===== src/rtl/rv_core_pkg.sv =====
// -----------------------------------------------------------------------------
// rv_core_pkg
// Shared core-wide constants and types for the writeback path.
//   WORD_SIZE   : register data width
//   REG_ADDR_W  : register address width (32 architectural registers)
//   REG_ZERO    : address of the hard-wired zero register
//   wb_req_t    : one pending register write (destination + data)
// -----------------------------------------------------------------------------
package rv_core_pkg;

  localparam int WORD_SIZE  = 32;
  localparam int REG_ADDR_W = 5;

  localparam logic [REG_ADDR_W-1:0] REG_ZERO = '0;

  typedef struct packed {
    logic [REG_ADDR_W-1:0] rd;
    logic [WORD_SIZE-1:0]  data;
  } wb_req_t;

  // Writes aimed at x0 are architecturally discarded everywhere in the core.
  function automatic logic is_zero_reg(input logic [REG_ADDR_W-1:0] rd);
    return rd == REG_ZERO;
  endfunction

endpackage


===== src/rtl/wb_load_fifo.sv =====
// -----------------------------------------------------------------------------
// wb_load_fifo
// Small synchronous FIFO holding load results until the register bank write
// port is free.
//   clk, rstn  : clock, asynchronous active-low reset (empties the FIFO)
//   push       : enqueue push_data (ignored when full)
//   push_data  : load result to enqueue
//   pop        : dequeue the head entry (ignored when empty)
//   head       : current head entry, valid while !empty
//   full/empty : occupancy flags, from the current (pre-pop) count
// DEPTH must be a power of two so the pointers wrap by plain overflow.
// -----------------------------------------------------------------------------
module wb_load_fifo
  import rv_core_pkg::*;
#(
  parameter int DEPTH = 2
) (
  input  logic    clk,
  input  logic    rstn,
  input  logic    push,
  input  wb_req_t push_data,
  input  logic    pop,
  output wb_req_t head,
  output logic    full,
  output logic    empty
);

  localparam int PTR_W = (DEPTH > 1) ? $clog2(DEPTH) : 1;
  localparam logic [PTR_W:0] FULL_CNT = (PTR_W + 1)'(DEPTH);

  wb_req_t          r_mem [DEPTH];
  logic [PTR_W-1:0] r_wr_ptr;
  logic [PTR_W-1:0] r_rd_ptr;
  logic [PTR_W:0]   r_count;

  logic w_do_push;
  logic w_do_pop;

  assign full      = (r_count == FULL_CNT);
  assign empty     = (r_count == '0);
  assign w_do_push = push & ~full;
  assign w_do_pop  = pop & ~empty;
  assign head      = r_mem[r_rd_ptr];

  // NOTE: sequential state is updated with <= only, so every flop samples the
  // pre-edge values and block ordering cannot change the result.
  always_ff @(posedge clk or negedge rstn) begin
    if (!rstn) begin
      r_wr_ptr <= '0;
      r_rd_ptr <= '0;
      r_count  <= '0;
    end else begin
      if (w_do_push) r_wr_ptr <= r_wr_ptr + 1'b1;
      if (w_do_pop)  r_rd_ptr <= r_rd_ptr + 1'b1;
      case ({w_do_push, w_do_pop})
        2'b10:   r_count <= r_count + 1'b1;
        2'b01:   r_count <= r_count - 1'b1;
        default: r_count <= r_count;
      endcase
    end
  end

  // NOTE: the storage array has no reset; emptiness is defined by the
  // pointers/count alone, so stale entries are never observed.
  always_ff @(posedge clk) begin
    if (w_do_push) r_mem[r_wr_ptr] <= push_data;
  end

endmodule


===== src/rtl/regfile_writeback.sv =====
// -----------------------------------------------------------------------------
// regfile_writeback
// Merges single-cycle ALU results and variable-latency load results onto the
// register bank's single write port, and keeps a pending-destination
// scoreboard for the issue stage's RAW/WAW stalls.
//   clk, rstn                 : clock, asynchronous active-low reset
//   alu_valid/alu_rd/alu_data : ALU result, always accepted, has priority
//   ld_valid/ld_ready/ld_rd/ld_data : load result handshake into the FIFO
//   iss_valid/iss_rd          : mark iss_rd pending on the next edge
//   chk_rs1/chk_rs2           : issue-stage source queries
//   busy_rs1/busy_rs2/busy_rd : pending status, bypass-aware, combinational
//   wr_en/wr_addr/wr_data     : registered bank write port
// -----------------------------------------------------------------------------
module regfile_writeback
  import rv_core_pkg::*;
#(
  parameter int WORD_SIZE = rv_core_pkg::WORD_SIZE,
  parameter int ADDR_W    = rv_core_pkg::REG_ADDR_W,
  parameter int LQ_DEPTH  = 2
) (
  input  logic                 clk,
  input  logic                 rstn,
  input  logic                 alu_valid,
  input  logic [ADDR_W-1:0]    alu_rd,
  input  logic [WORD_SIZE-1:0] alu_data,
  input  logic                 ld_valid,
  output logic                 ld_ready,
  input  logic [ADDR_W-1:0]    ld_rd,
  input  logic [WORD_SIZE-1:0] ld_data,
  input  logic                 iss_valid,
  input  logic [ADDR_W-1:0]    iss_rd,
  input  logic [ADDR_W-1:0]    chk_rs1,
  input  logic [ADDR_W-1:0]    chk_rs2,
  output logic                 busy_rs1,
  output logic                 busy_rs2,
  output logic                 busy_rd,
  output logic                 wr_en,
  output logic [ADDR_W-1:0]    wr_addr,
  output logic [WORD_SIZE-1:0] wr_data
);

  localparam int NREGS = 1 << ADDR_W;

  logic                 r_wr_en;
  logic [ADDR_W-1:0]    r_wr_addr;
  logic [WORD_SIZE-1:0] r_wr_data;
  logic [NREGS-1:0]     r_busy;

  logic             w_alu_win;
  logic             w_ld_push;
  logic             w_ld_pop;
  logic             w_fifo_full;
  logic             w_fifo_empty;
  wb_req_t          w_ld_req;
  wb_req_t          w_head;
  logic [NREGS-1:0] w_busy_set;
  logic [NREGS-1:0] w_busy_clr;
  logic [NREGS-1:0] w_busy_nxt;

  // ---------------------------------------------------------------------------
  // Arbitration: a real ALU write owns the port; otherwise drain one load.
  // ---------------------------------------------------------------------------
  assign w_alu_win = alu_valid & ~is_zero_reg(alu_rd);

  // Held low during reset so the load path cannot hand us data we would drop.
  assign ld_ready  = rstn & ~w_fifo_full;

  assign w_ld_push = ld_valid & ld_ready & ~is_zero_reg(ld_rd);
  assign w_ld_pop  = ~w_alu_win & ~w_fifo_empty;

  assign w_ld_req.rd   = ld_rd;
  assign w_ld_req.data = ld_data;

  wb_load_fifo #(
    .DEPTH (LQ_DEPTH)
  ) u_load_fifo (
    .clk       (clk),
    .rstn      (rstn),
    .push      (w_ld_push),
    .push_data (w_ld_req),
    .pop       (w_ld_pop),
    .head      (w_head),
    .full      (w_fifo_full),
    .empty     (w_fifo_empty)
  );

  // ---------------------------------------------------------------------------
  // Registered write port; address/data hold between writes.
  // ---------------------------------------------------------------------------
  always_ff @(posedge clk or negedge rstn) begin
    if (!rstn) begin
      r_wr_en   <= 1'b0;
      r_wr_addr <= '0;
      r_wr_data <= '0;
    end else begin
      r_wr_en <= w_alu_win | w_ld_pop;
      if (w_alu_win) begin
        r_wr_addr <= alu_rd;
        r_wr_data <= alu_data;
      end else if (w_ld_pop) begin
        r_wr_addr <= w_head.rd;
        r_wr_data <= w_head.data;
      end
    end
  end

  assign wr_en   = r_wr_en;
  assign wr_addr = r_wr_addr;
  assign wr_data = r_wr_data;

  // ---------------------------------------------------------------------------
  // Scoreboard: the write in flight clears its bit at the end of the wr_en
  // cycle; a new issue to the same register in that cycle re-marks it.
  // ---------------------------------------------------------------------------
  // NOTE: every always_comb output gets a default first, so no path leaves a
  // bit unassigned and no latch is inferred.
  always_comb begin
    w_busy_set = '0;
    w_busy_clr = '0;
    if (iss_valid) w_busy_set[iss_rd] = 1'b1;
    if (r_wr_en)   w_busy_clr[r_wr_addr] = 1'b1;
    w_busy_nxt    = (r_busy & ~w_busy_clr) | w_busy_set;
    w_busy_nxt[0] = 1'b0;
  end

  always_ff @(posedge clk or negedge rstn) begin
    if (!rstn) r_busy <= '0;
    else       r_busy <= w_busy_nxt;
  end

  // A register being written this cycle reads correctly via the bank bypass,
  // so it no longer needs to stall the consumer.
  assign busy_rs1 = r_busy[chk_rs1] & ~(r_wr_en & (r_wr_addr == chk_rs1));
  assign busy_rs2 = r_busy[chk_rs2] & ~(r_wr_en & (r_wr_addr == chk_rs2));
  assign busy_rd  = r_busy[iss_rd]  & ~(r_wr_en & (r_wr_addr == iss_rd));

  // Issue must stall WAW hazards itself; re-marking a still-pending register
  // would let the older write clear the newer mark.
  always_ff @(posedge clk) begin
    if (rstn && iss_valid) assert (!busy_rd);
  end

endmodule


===== config.mk =====
export PLATFORM = sky130hd
export DESIGN_NAME = regfile_writeback
export DESIGN_NICKNAME = d
export VERILOG_FILES = /design/src/rtl/rv_core_pkg.sv /design/src/rtl/wb_load_fifo.sv /design/src/rtl/regfile_writeback.sv
export SDC_FILE = /design/constraint.sdc
export NUM_CORES = 1
export LEC_CHECK = 0
export ABC_AREA = 1
export CAP_MARGIN = 30
export CORE_AREA = 2 2 132 134
export CTS_CLUSTER_SIZE = 14
export DETAILED_ROUTE_END_ITERATION = 7
export DIE_AREA = 0 0 134 136
export HOLD_SLACK_MARGIN = 0.06
export PLACE_DENSITY_LB_ADDON = 0.12
export SLEW_MARGIN = 20
export SYNTH_ARGS = -nofsm -noshare
export SYNTH_HDL_FRONTEND = slang
export SYNTH_SLANG_ARGS = --single-unit
export TNS_END_PERCENT = 10

===== constraint.sdc =====
create_clock -name clk -period 3.9 [get_ports clk]
set_clock_uncertainty 0.1 [all_clocks]
set_input_delay 0.975 -clock clk [delete_from_list [all_inputs] [get_ports clk]]
set_output_delay 0.975 -clock clk [all_outputs]
set_load 0.1 [all_outputs]

== Word level (Yosys, flattened, before mapping) ==
Memory sizes are Yosys's and may differ from the RTL's.
Cells that the tools add are included.

* Logic and storage cells: 75
* Flip-flop bits (word level): 73
* Memory bits (writable): 74
* Memories kept: 1
* Input bits: 94

* Equality and inequality tests: 6
* $add $sub $neg: 4
* Bitwise logic cells: 25
* Reduce and logical (&&, ||, !) cells: 7
* Muxes and demuxes: 19
* Magnitude comparators: 6

{| class="wikitable"
|+ Memories
! name !! depth !! bits a word !! read ports !! clocked after memory_dff !! write ports !! RTL line !! text
|-
| u_load_fifo.r_mem || 2 || 37 || 1 || 0 || 1 || wb_load_fifo.sv:31 || <nowiki>wb_req_t r_mem [DEPTH];</nowiki>
|}

{| class="wikitable"
|+ Operators with widths
! cell !! count
|-
| 32-bit two-way mux || 4
|-
| 32-bit AND || 1
|-
| 32-bit inverter || 1
|-
| 32-bit OR || 1
|-
| 5-bit by 6-bit < comparator with 1-bit output, second input constant || 4
|-
| 1-bit binary-select mux with 5-bit select || 3
|-
| 5-bit == test || 3
|-
| 1-bit AND || 13
|-
| 1-bit demux with 5-bit select || 2
|-
| 5-bit by 1-bit >= comparator with 1-bit output, second input constant || 2
|-
| 5-bit zero test || 2
|-
| 5-bit two-way mux || 2
|-
| 1-bit inverter || 8
|-
| 1-bit two-way mux || 7
|-
| 2-bit == test, second input constant || 2
|-
| 2-bit case mux with 2 select lines || 1
|-
| 2-bit nonzero test || 2
|-
| 1-bit adder, second input constant || 2
|-
| 2-bit by 1-bit adder with 2-bit output, second input constant || 1
|-
| 2-bit by 1-bit == test with 1-bit output, second input constant || 1
|-
| 1-bit logical AND || 2
|-
| 2-bit zero test || 1
|-
| 2-bit by 1-bit subtractor with 2-bit output, second input constant || 1
|-
| 1-bit OR || 1
|}

== Longest topological paths before layout ==
* Depth after elaboration: 8
* Mapped depth: 10

== Hierarchy ==
Synthesis repeated with hierarchy kept, for this count alone.

* Cell total of the unflattened synthesis: 845
* Area total of the unflattened synthesis: 7100.6 sq um

{| class="wikitable"
|+ By module, submodules not included
! module !! instances !! area each (sq um) !! cells an instance !! seq. area each (sq um)
|-
| regfile_writeback || 1 || 4161.5 || 619 || 1726.7
|-
| wb_load_fifo || 1 || 2939.1 || 226 || 2322.2
|}

== Least setup slack after synthesis ==
OpenSTA, ideal clock, no wires.

* Path type: input-to-reg
* Start point: input port rstn
* End point: memory u_load_fifo.r_mem[0][0] in the netlist's numbering, enable pin
* Arrival time: 4518 ps
* Stages on the path: 3
* Data required time: 3369 ps
* Slack: -1149 ps
* Library setup time: 431 ps
* Buffers on the path: 0
* Cell sequence: a21boi_1 nand3_1 nor2_1

* Longest elaborated chain between the ends: 6

{| class="wikitable"
|+ Ends and longest elaborated chain
! what !! RTL line !! text
|-
| start, declared || regfile_writeback.sv:22 || <nowiki>input logic rstn,</nowiki>
|-
| 1-bit AND || regfile_writeback.sv:66 || <nowiki>assign ld_ready = rstn & ~w_fifo_full;</nowiki>
|-
| 1-bit AND (2 in a row) || regfile_writeback.sv:68 || <nowiki>assign w_ld_push = ld_valid & ld_ready & ~is_zero_reg(ld_rd);</nowiki>
|-
| 1-bit AND || wb_load_fifo.sv:41 || <nowiki>assign w_do_push = push & ~full;</nowiki>
|-
| 1-bit two-way mux || wb_load_fifo.sv:66 || <nowiki>if (w_do_push) r_mem[r_wr_ptr] <= push_data;</nowiki>
|-
| 1-bit two-way mux (implied by the code) || wb_load_fifo.sv:66 ||
|-
| end, declared || wb_load_fifo.sv:31 ||
|}

No other way between the ends.

== Worst setup path after layout ==
* Start point: input port iss_rd[3]
* End point: output port busy_rd

* Longest elaborated chain between the ends: 4
* Elaborated cells on any way between the ends: 6

{| class="wikitable"
|+ Ends and longest elaborated chain
! what !! RTL line !! text
|-
| start, declared || regfile_writeback.sv:31 || <nowiki>input logic [ADDR_W-1:0] iss_rd,</nowiki>
|-
| branches (longest 3 deep; another with 1-bit binary-select mux with 5-bit select) || -- ||
|-
| 1-bit AND * || regfile_writeback.sv:135 || <nowiki>assign busy_rd = r_busy[iss_rd] & ~(r_wr_en & (r_wr_addr == iss_rd));</nowiki>
|-
| end, declared || regfile_writeback.sv:36 || <nowiki>output logic busy_rd,</nowiki>
|}

Every way passes the cells marked *. The select of a mux whose other input is x is not followed.

==> results.sh <==
export IMPL_maxCapViolations=0
export IMPL_synth_distinct_cells=39
export IMPL_fmax_ghz=0.259
export IMPL_synth_edf_count=74
export IMPL_portBuffers=135
export IMPL_initial_utilization_pct=44.1
export IMPL_synth_simple_gate_area_share_pct=23.8
export IMPL_min_path_type="input pin to asynchronous set/reset pin"
export IMPL_synth_top_family_by_area="simple AND/OR/NAND/NOR gates"
export IMPL_cts_hold_buf=0
export IMPL_r2r_end="u_load_fifo.r_mem[1][30]"
export IMPL_worstPathMaxFanout=7
export IMPL_placed_area_sq_um=9010
export IMPL_place_congestion=0.980
export IMPL_hold_viol_final=0
export IMPL_overflow=0
export IMPL_cts_repair_resize_count=0
export IMPL_yosysTopAreaCell="edfxtp_1"
export IMPL_core_sq_um=16900
export IMPL_cts_setup_buffers=0
export IMPL_cts_buffers_inserted=17
export IMPL_grtUsageTotal_pct=22.9
export IMPL_synth_top_cell_area_share_pct=29.8
export IMPL_syn_nets=899
export IMPL_tritoncts="done"
export IMPL_avgViaCountPerCell=5.18
export IMPL_vdd_drop_max_mv=0.446
export IMPL_cp_slowest_cell="clkdlybuf4s50_1"
export IMPL_drc=0
export IMPL_wire_per_inst_um=16.9
export IMPL_drt_wl_total_um=20000
export IMPL_multi_input_area_sq_um=2900
export IMPL_crit_reg2reg_launch="u_load_fifo.r_count[0]"
export IMPL_tightestPinTransition_ns=0.994
export IMPL_dieArea_sq_um=18200
export IMPL_ys_flop_type="edfxtp_1"
export IMPL_rr_worst_depth=5
export IMPL_critPathCaptureType="primary output"
export IMPL_vias=6116
export IMPL_cts_max_level=4
export IMPL_stdcell_area_sq_um=9650
export IMPL_grt_pass1_vias=6020
export IMPL_die_w_um=134
export IMPL_synth_area_per_cell_sq_um=9.26
export IMPL_clk_pin_slew_worst_paths_ns=0.06
export IMPL_yosysSeqAreaShare_pct=54.4
export IMPL_leakage_nw=3.95
export IMPL_dr_first_iter_drc_count=472
export IMPL_clk_path_buf_depth=2
export IMPL_numClockSinks=147
export IMPL_firstDrtPassIters=5
export IMPL_die_y_um=136
export IMPL_root_buffer="clkbuf_16"
export IMPL_synthXorXnorAreaFrac_pct=0.689
export IMPL_synthTopCellsByArea="edfxtp_1 30%, dfrtp_1 25%, nand2_1 13%, o21ai_0 5.4%, o21ai_2 4.7%"
export IMPL_synth_cells=804
export IMPL_slew_headroom_pct=33.5
export IMPL_ys_ff_latch=147
export IMPL_grt_max_degree=65
export IMPL_num_fill_cells=1465
export IMPL_setup_violations=0
export IMPL_outcome="finished clean"
export IMPL_critPathKind="input pin to primary output"
export IMPL_clock_latency_ns=0.42
export IMPL_nNetsFinal=1038
export IMPL_ff_latch_area_sq_um=4050
export IMPL_antenna_found_initial=0
export IMPL_grt_setup_unrepaired="yes"
export IMPL_drive_gt1_share_pct=15.4
export IMPL_synth_area_sq_um=7440
export IMPL_synth_compound_area_share_pct=13.9
export IMPL_min_period_ns=3.86
export IMPL_io_pins=136
export IMPL_ys_top_cells_by_count="258 x nand2_1, 81 x o21ai_0, 74 x edfxtp_1, 73 x dfrtp_1, 63 x nand3_1"
export IMPL_hpwl_um=13700
export IMPL_fin_total_pwr_mw=7.53
export IMPL_row_count=48
export IMPL_crit_chain="clkdlybuf4s50_1 > inv_1 > nor3_1 > nand2_1 > nand2_1 > nor2_1 > a21oi_1 > buf_12"
export IMPL_r2r_slack_ns=1.73
export IMPL_cp_required_ns=2.82
export IMPL_power_density_nw_per_um2=781
export IMPL_muxShareOfSynthArea_pct=0
export IMPL_cpMostUsedCell="nand2_1"
export IMPL_tns_ns=0
export IMPL_area_delta_synth_final_pct=29.6
export IMPL_max_stage_delay_ns=0.62
export IMPL_maxSlewViolCount=0
export IMPL_worstPathArrival_ns=2.79
export IMPL_synth_async_sr_flop_share_pct=49.7
export IMPL_synthAdderAreaFrac_pct=0.168
export IMPL_worst_setup_path_start_kind="input pin"
export IMPL_grt_pass1_wl_um=31900
export IMPL_diodes=0
export IMPL_synthMostInstantiatedCell="nand2_1"
export IMPL_ant_nets=0
export IMPL_finalCritPeriodShare_pct=99.0
export IMPL_yosysWarnings=0
[per-stage QoR]
step	setup WS, ns	hold WS [ns]	util, %	std cells
after floorplan	-0.265	0.371	-	804
after global placement	0.0296	0.367	53.4	1148
after detailed placement	0.112	0.372	53.4	1148
after CTS	0.102	0.318	57.0	1180
after global routing	-0.0569	0.327	57.2	1181
final	0.0376	0.325	57.2	1181
[final cells by class]
type,instances,share of cell area (%)
multi-input cells,563,30.0
well taps,225,2.92
repair buffers,154,16.3
inverters,59,2.41
clock buffers,18,4.45
flip-flops and latches,147,42.0
clock inverters,14,1.83
repair inverters,1,0.0778
[cells by family (layout without fill, tap and decap cells)]
logic type,after synthesis,in the layout
compound gates,169,169
fa+ha+maj,1,1
simple gates,388,388
buf+inv,94,246
xor+xnor,5,5
flops,147,147
[worst max-delay path: cells and delay by family]
kind            cells  cell delay [ns]
compound gates      1             0.24
buf+inv             3             0.98
simple gates        4             0.59
[flip-flops by register name, summed over array words and instances (netlist names)]
register,count
u_load_fifo.r_rd_ptr,1
wr_addr,5
u_load_fifo.r_mem,74
wr_en,1
wr_data,32
r_busy,31
u_load_fifo.r_wr_ptr,1
u_load_fifo.r_count,2
[report_power, final]
group          internal [mW]  switching (mW)
Sequential              2.09           0.338
Clock                   1.01           0.645
Combinational          0.925            2.52
Total                   4.03            3.51
[worst max path at each step]
stage                          from  depth (start not counted)      end  slack, ns
after floorplan           iss_rd[1]                          9  busy_rd      -0.26
after detailed placement  iss_rd[2]                          8  busy_rd       0.11
after global routing      iss_rd[3]                          8  busy_rd      -0.06
after CTS                 iss_rd[2]                          8  busy_rd       0.10
final                     iss_rd[3]                          8  busy_rd       0.04
after global placement    iss_rd[3]                          8  busy_rd       0.03
[routing by layer]
layer	GRT usage, %	wire, um	share of wire, %	up-vias
met5	0	0	0	-
met4	7.33	359	1.8	0
met3	6.00	1400	7.0	29
met2	36.3	9370	47	198
met1	30.7	8840	44	2886
li1	-	-	-	3003
[cell usage in the layout (no fill, tap or decap), types with 2 or more instances in the layout]
cell type / n
clkinv_2: 2
buf_4: 21
nor3_1: 8
inv_1: 53
o211ai_1: 9
o21ai_1: 21
dfrtp_1: 73
buf_12: 8
o21ai_2: 40
clkdlybuf4s50_1: 123
xnor2_1: 3
o21ai_0: 81
a21oi_1: 11
clkinv_4: 3
nand3_2: 28
nand2_4: 2
o22ai_1: 4
nor3_2: 3
nor2_4: 3
clkbuf_16: 17
bufinv_16: 3
inv_6: 5
edfxtp_1: 74
nor2_1: 20
nand3_1: 63
clkinvlp_4: 4
nand2_1: 258
inv_2: 2
Power figures use the tool's default switching activity.
==> RTL change 1: new RTL, same settings <==
The parameter `LQ_DEPTH` goes from 2 to 4.
--- a/src/rtl/regfile_writeback.sv
+++ b/src/rtl/regfile_writeback.sv
@@ -18,3 +18,3 @@
   parameter int ADDR_W    = rv_core_pkg::REG_ADDR_W,
-  parameter int LQ_DEPTH  = 2
+  parameter int LQ_DEPTH  = 4
 ) (
Behaviour: not the same (a bounded check fails within 4 cycles, from zero or initial values and one cycle with rstn low).
==> RTL change 1 against the original RTL <==
- count of clock-buffer cells in the layout grew 15
- setup slack gained 160 ps
- sequential cell count grew 77
- final area grew 30%
- die area is the same
- maximum frequency grew 4.4%
- non-clock buffer count grew 11
- combinational power grew 28%
- routed wire length grew 36%
- area after synthesis grew 36%
- critical endpoint unchanged
- power grew 34%
- cell count grew 19%
- sequential share of layout area grew 8.5 points
==> RTL change 1: results (changes against the original RTL) <==
run status complete, no violations; clk slew on worst S/H paths 60 ps (about the same); fmax 270 MHz (+4.4%); vias per cell 5.79 (+12%); First-pass DRT Iterations 5 (unchanged); post-cts resize count 0 (unchanged); I/O Buffers 135 (unchanged); Static Leakage 0.00498 µW (+26%); synthesized area per cell 9.89 µm² (+6.8%); first-pass GRT wire length 41.5 mm (+30%); ant diodes 0 (unchanged); DR iter-0 viols 617 (+31%); top post-synthesis cells by count nand2_1, o21ai_0, edfxtp_1; post-synthesis sequential area ratio 0.627 (+0.0827); vias in the first global route 7921 (+32%); worst skew pair latency 520 ps (+100 ps); root buffer cell clkbuf_16; worst hold-check path type primary input to asynchronous set/reset pin; Ys Warns 0 (unchanged); layout cells sized above 1 0.0819 (-0.0718); Final Hold Vio Count 0 (unchanged); Final GP Congestion 0.998 (+1.9%); CP max-delay cell clkdlybuf4s50_1; Syn Nets 1124 (+25%); Max VDD drop 0.876 mV (+96%); total CTS buffers 23 (+6); Synth cell types 37 (-5.1%); H-Tree Depth 1 (-3); crit path DAT 2620 ps (-170 ps); Setup Buffers After CTS 0 (unchanged); largest net degree at the start of global routing 89 (+37%); actual slew at the worst max-slew pin 994 ps (+0.0378 ps); ranking of synthesized cells by area edfxtp_1, dfrtp_1, nand2_1; final wirelength 27.2 mm (+36%); ys flop type edfxtp_1; post-DP HPWL 17.5 mm (+28%); Post-Place Worst Slack 209 ps (+96.1 ps); nets 1267 (+22%); initial antenna violation count 0 (unchanged); number of synthesized flops with an enable pin 148 (+100%); Top reg by flops u_load_fifo.r_mem; Filler cells 1170 (-20%); clk buf depth 3 (+1); critical path fanouts, max 11 (+4); GRT Overall Usage 0.296 (+0.0675); max incr delay on CP 630 ps; ys async rst share 0.339 (-0.157); max reg flops 148 (+100%); non-filler cells in the finished layout 1409 (+19%); R2R setup slack 1660 ps (-70 ps)
## RTL change 1: cell type report
type	instances	area, µm²	area share
flip-flops and latches	224	6350	0.505
multi-input cells	674	3290	0.261
repair buffers	165	1640	0.130
well taps	225	282	0.0224
clock inverters	9	90.1	0.00716
clock buffers	33	633	0.0503
inverters	79	299	0.0238
## RTL change 1: final timing paths
check                                      endpoint  cells past startpoint                    from
setup reg to reg           u_load_fifo.r_mem[0][12]                      6  u_load_fifo.r_count[1]
hold / removal                           wr_data[2]                      1                    rstn
max in group asynchronous   u_load_fifo.r_rd_ptr[0]                      2                    rstn
min in group clk                        wr_data[29]                      2             wr_data[29]
setup / recovery                            busy_rd                     11               iss_rd[0]
hold reg to reg                         wr_data[29]                      2             wr_data[29]
## RTL change 1: cells by family (layout without fill, tap and decap cells)
logic type | count (synthesis) | in the layout | share of synthesized area
XOR/XNOR | 8 | 8 | 0.00692
buffers and inverters | 126 | 286 | 0.0529
AND/OR/NAND/NOR | 408 | 408 | 0.166
adder cells (fa/ha/maj) | 6 | 6 | 0.00815
AO/OA/AOI/OAI | 252 | 252 | 0.140
flip-flops | 224 | 224 | 0.627
## RTL change 1: per-layer routing
layer	up-vias	global-route usage	wire length, µm
met5	-	0	0
met4	0	0.121	910
met3	78	0.0511	2230
met2	401	0.500	13300
met1	3847	0.384	10700
li1	3827	-	-
## RTL change 1: worst max-delay path, delay by kind of cell
family	cells	cell delay, ps
AOI/OAI and AO/OA	2	240
buffers and inverters	3	1040
and+or+nand+nor	6	340
## RTL change 1: stage by stage
| stage | total power (µW) | util | area, µm² | TNS [ps] | hold WS, ps |
|---|---|---|---|---|---|
| after CTS | 10000 | 0.745 | 12600 | 0 | 190 |
| after detailed placement | 7920 | 0.702 | 11900 | 0 | 364 |
| final | 10100 | 0.745 | 12600 | 0 | 198 |
| after global routing | 10500 | 0.745 | 12600 | 0 | 197 |
| after floorplan | 6530 | - | 10200 | -14650 | 371 |
| after global placement | 7800 | 0.701 | 11800 | 0 | 364 |
## RTL change 1: power by group
group / switching [µW] / leakage, µW / internal (µW)
Combinational: 3260 / 0.00239 / 1160
Clock: 897 / 0.000355 / 1210
Sequential: 457 / 0.00223 / 3080
==> RTL change 2: new RTL, same flow settings <==
Without the edit above. Make the reset (`rstn`) synchronous in 3 clocked blocks. Comments in the files are not updated.
--- a/src/rtl/wb_load_fifo.sv
+++ b/src/rtl/wb_load_fifo.sv
@@ -46,3 +46,3 @@
   // pre-edge values and block ordering cannot change the result.
-  always_ff @(posedge clk or negedge rstn) begin
+  always_ff @(posedge clk) begin
     if (!rstn) begin
--- a/src/rtl/regfile_writeback.sv
+++ b/src/rtl/regfile_writeback.sv
@@ -89,3 +89,3 @@
   // ---------------------------------------------------------------------------
-  always_ff @(posedge clk or negedge rstn) begin
+  always_ff @(posedge clk) begin
     if (!rstn) begin
@@ -125,3 +125,3 @@
 
-  always_ff @(posedge clk or negedge rstn) begin
+  always_ff @(posedge clk) begin
     if (!rstn) r_busy <= '0;
Behaviour: differs if rstn is asserted again (counterexample within 4 cycles, from zero or initial values and one cycle with rstn low); with rstn held inactive, the same outputs for 4 cycles.
==> RTL change 2 against the original RTL <==
- sequential cell count is 1 higher
- routed wire length is 1.2% higher
- via count is 3.8% higher
- cell count is 6.8% higher
- area after synthesis is 6.3% lower
- final area is 3.8% lower
- setup slack better by 190 ps
- sequential share of layout area is 2.1 points lower
- core utilization is 2.1 points lower
- largest cell class unchanged
Power is not compared: it rests on default switching activity, and its combinational part moved more than twofold at a synthesized area within 25%.
==> RTL change 2: results (changes against the original RTL) <==
max incr delay on CP 560 ps (-60 ps); Slew HR 0.343 (+0.00802); crit path launch iss_rd[0]; post-DP HPWL 13.9 mm (+1.7%); nets 1118 (+7.7%); run status complete, no violations; fmax 272 MHz (+5.2%); ranking of synthesized cells by area edfxtp_1, dfxtp_1, nand2_1; M3 GR Usage 0.0611 (+0.00112); critical path fanouts, max 18 (+11); largest net degree at the start of global routing 43 (-34%); CP max-delay cell clkdlybuf4s50_1; GRT Overall Usage 0.229 (+0.000541); Filler cells 1650 (+13%); vias per cell 5.03 (-2.8%); Max Slew Vio Count 0 (unchanged); Post-Place Worst Slack 253 ps (+140 ps); top post-synthesis cells by count nand2_1, o21ai_0, dfxtp_1, edfxtp_1, inv_1; ant diodes 0 (unchanged); vias in the first global route 6158 (+2.3%); DR iter-0 viols 435 (-7.8%); Setup Buffers After CTS 0 (unchanged); Final GP Congestion 0.943 (-3.8%); met1 global-route usage 0.275 (-0.0324); ys flop type edfxtp_1; initial antenna violation count 0 (unchanged); R2R setup slack 1890 ps (+160 ps); ys async rst share 0 (-0.497); Syn Nets 974 (+8.3%); GR met2 Demand/Resource 0.380 (+0.0168); Routed WL per cell 16.0 µm (-5.2%); root buffer cell clkbuf_16; first-pass GRT wire length 31.8 mm (-0.48%); crit path DAT 2600 ps (-190 ps); worst skew pair latency ~430 ps; worst hold-check path type register to register; post-synthesis sequential area ratio 0.531 (-0.0127); layout cells sized above 1 0.0792 (-0.0746); Ys Warns 0 (unchanged); Synth cell types 27 (-31%); Worst R2R Start u_load_fifo.r_count[0]
==> RTL change 2: changes by cell type in the layout (fill, tap and decap cells not counted), sizes merged, moves of 4 or more <==
| cell | change |
|---|---|
| mux2i | +11 |
| a21oi | +61 |
| o22ai | +4 |
| buf | +9 |
| dfxtp | +74 |
| o21ai | -62 |
| nand2 | +49 |
| nor2 | +19 |
| inv | +22 |
| dfrtp | -73 |
| a31oi | +5 |
| nand3 | -26 |
==> RTL change 2: kinds of logic after synthesis <==
| group | count (synthesis) | share of synthesized area |
|---|---|---|
| buffers and inverters | 116 | 0.0721 |
| AO/OA/AOI/OAI | 171 | 0.127 |
| multiplexers | 11 | 0.0158 |
| adder cells (fa/ha/maj) | 1 | 0.00179 |
| flip-flops | 148 | 0.531 |
| AND/OR/NAND/NOR | 432 | 0.252 |
==> RTL change 2: metrics by stage <==
stage	power [µW]	instances	hold slack (ps)	area [µm²]	setup TNS, ps
3_3_place_gp	2860	1229	334	8680	0
6_report	4460	1261	350	9280	0
4_1_cts	4500	1261	354	9280	0
2_1_floorplan	2520	879	322	6980	-13320
3_5_place_dp	2870	1229	344	8680	0
5_1_grt	4640	1261	393	9280	0
==> RTL change 2: routing by layer <==
layer | up-vias | wire (µm)
li1 | 3210 | -
met1 | 2871 | 8610
met2 | 222 | 9670
met3 | 44 | 1150
met4 | 0 | 782
met5 | - | 0
==> RTL change 2: cell type report <==
type,instances,area [µm²],area share
clock buffer,17,425,0.0458
clock inverter,15,180,0.0194
inverter,77,289,0.0311
multi-input combinational,615,2790,0.300
sequential,148,3700,0.399
tap,225,282,0.0303
timing repair buffer,164,1620,0.174
==> RTL change 2: power by group through the flow <==
stage | registers (µW) | clock network, µW | logic, µW
CTS | 1790 | 1660 | 1050
global placement | 1820 | 0 | 1040
finish | 1790 | 1630 | 1050
detailed placement | 1820 | 0 | 1050
global route | 1800 | 1720 | 1120
floorplan | 2110 | 0 | 408
==> RTL change 2: path summary, 6_finish.rpt <==
path,end,cells after the start
worst max register to register,u_load_fifo.r_mem[0][32],5
worst min register to register,u_load_fifo.r_rd_ptr,1
worst min-delay path,u_load_fifo.r_rd_ptr,1
worst max-delay path,busy_rd,11
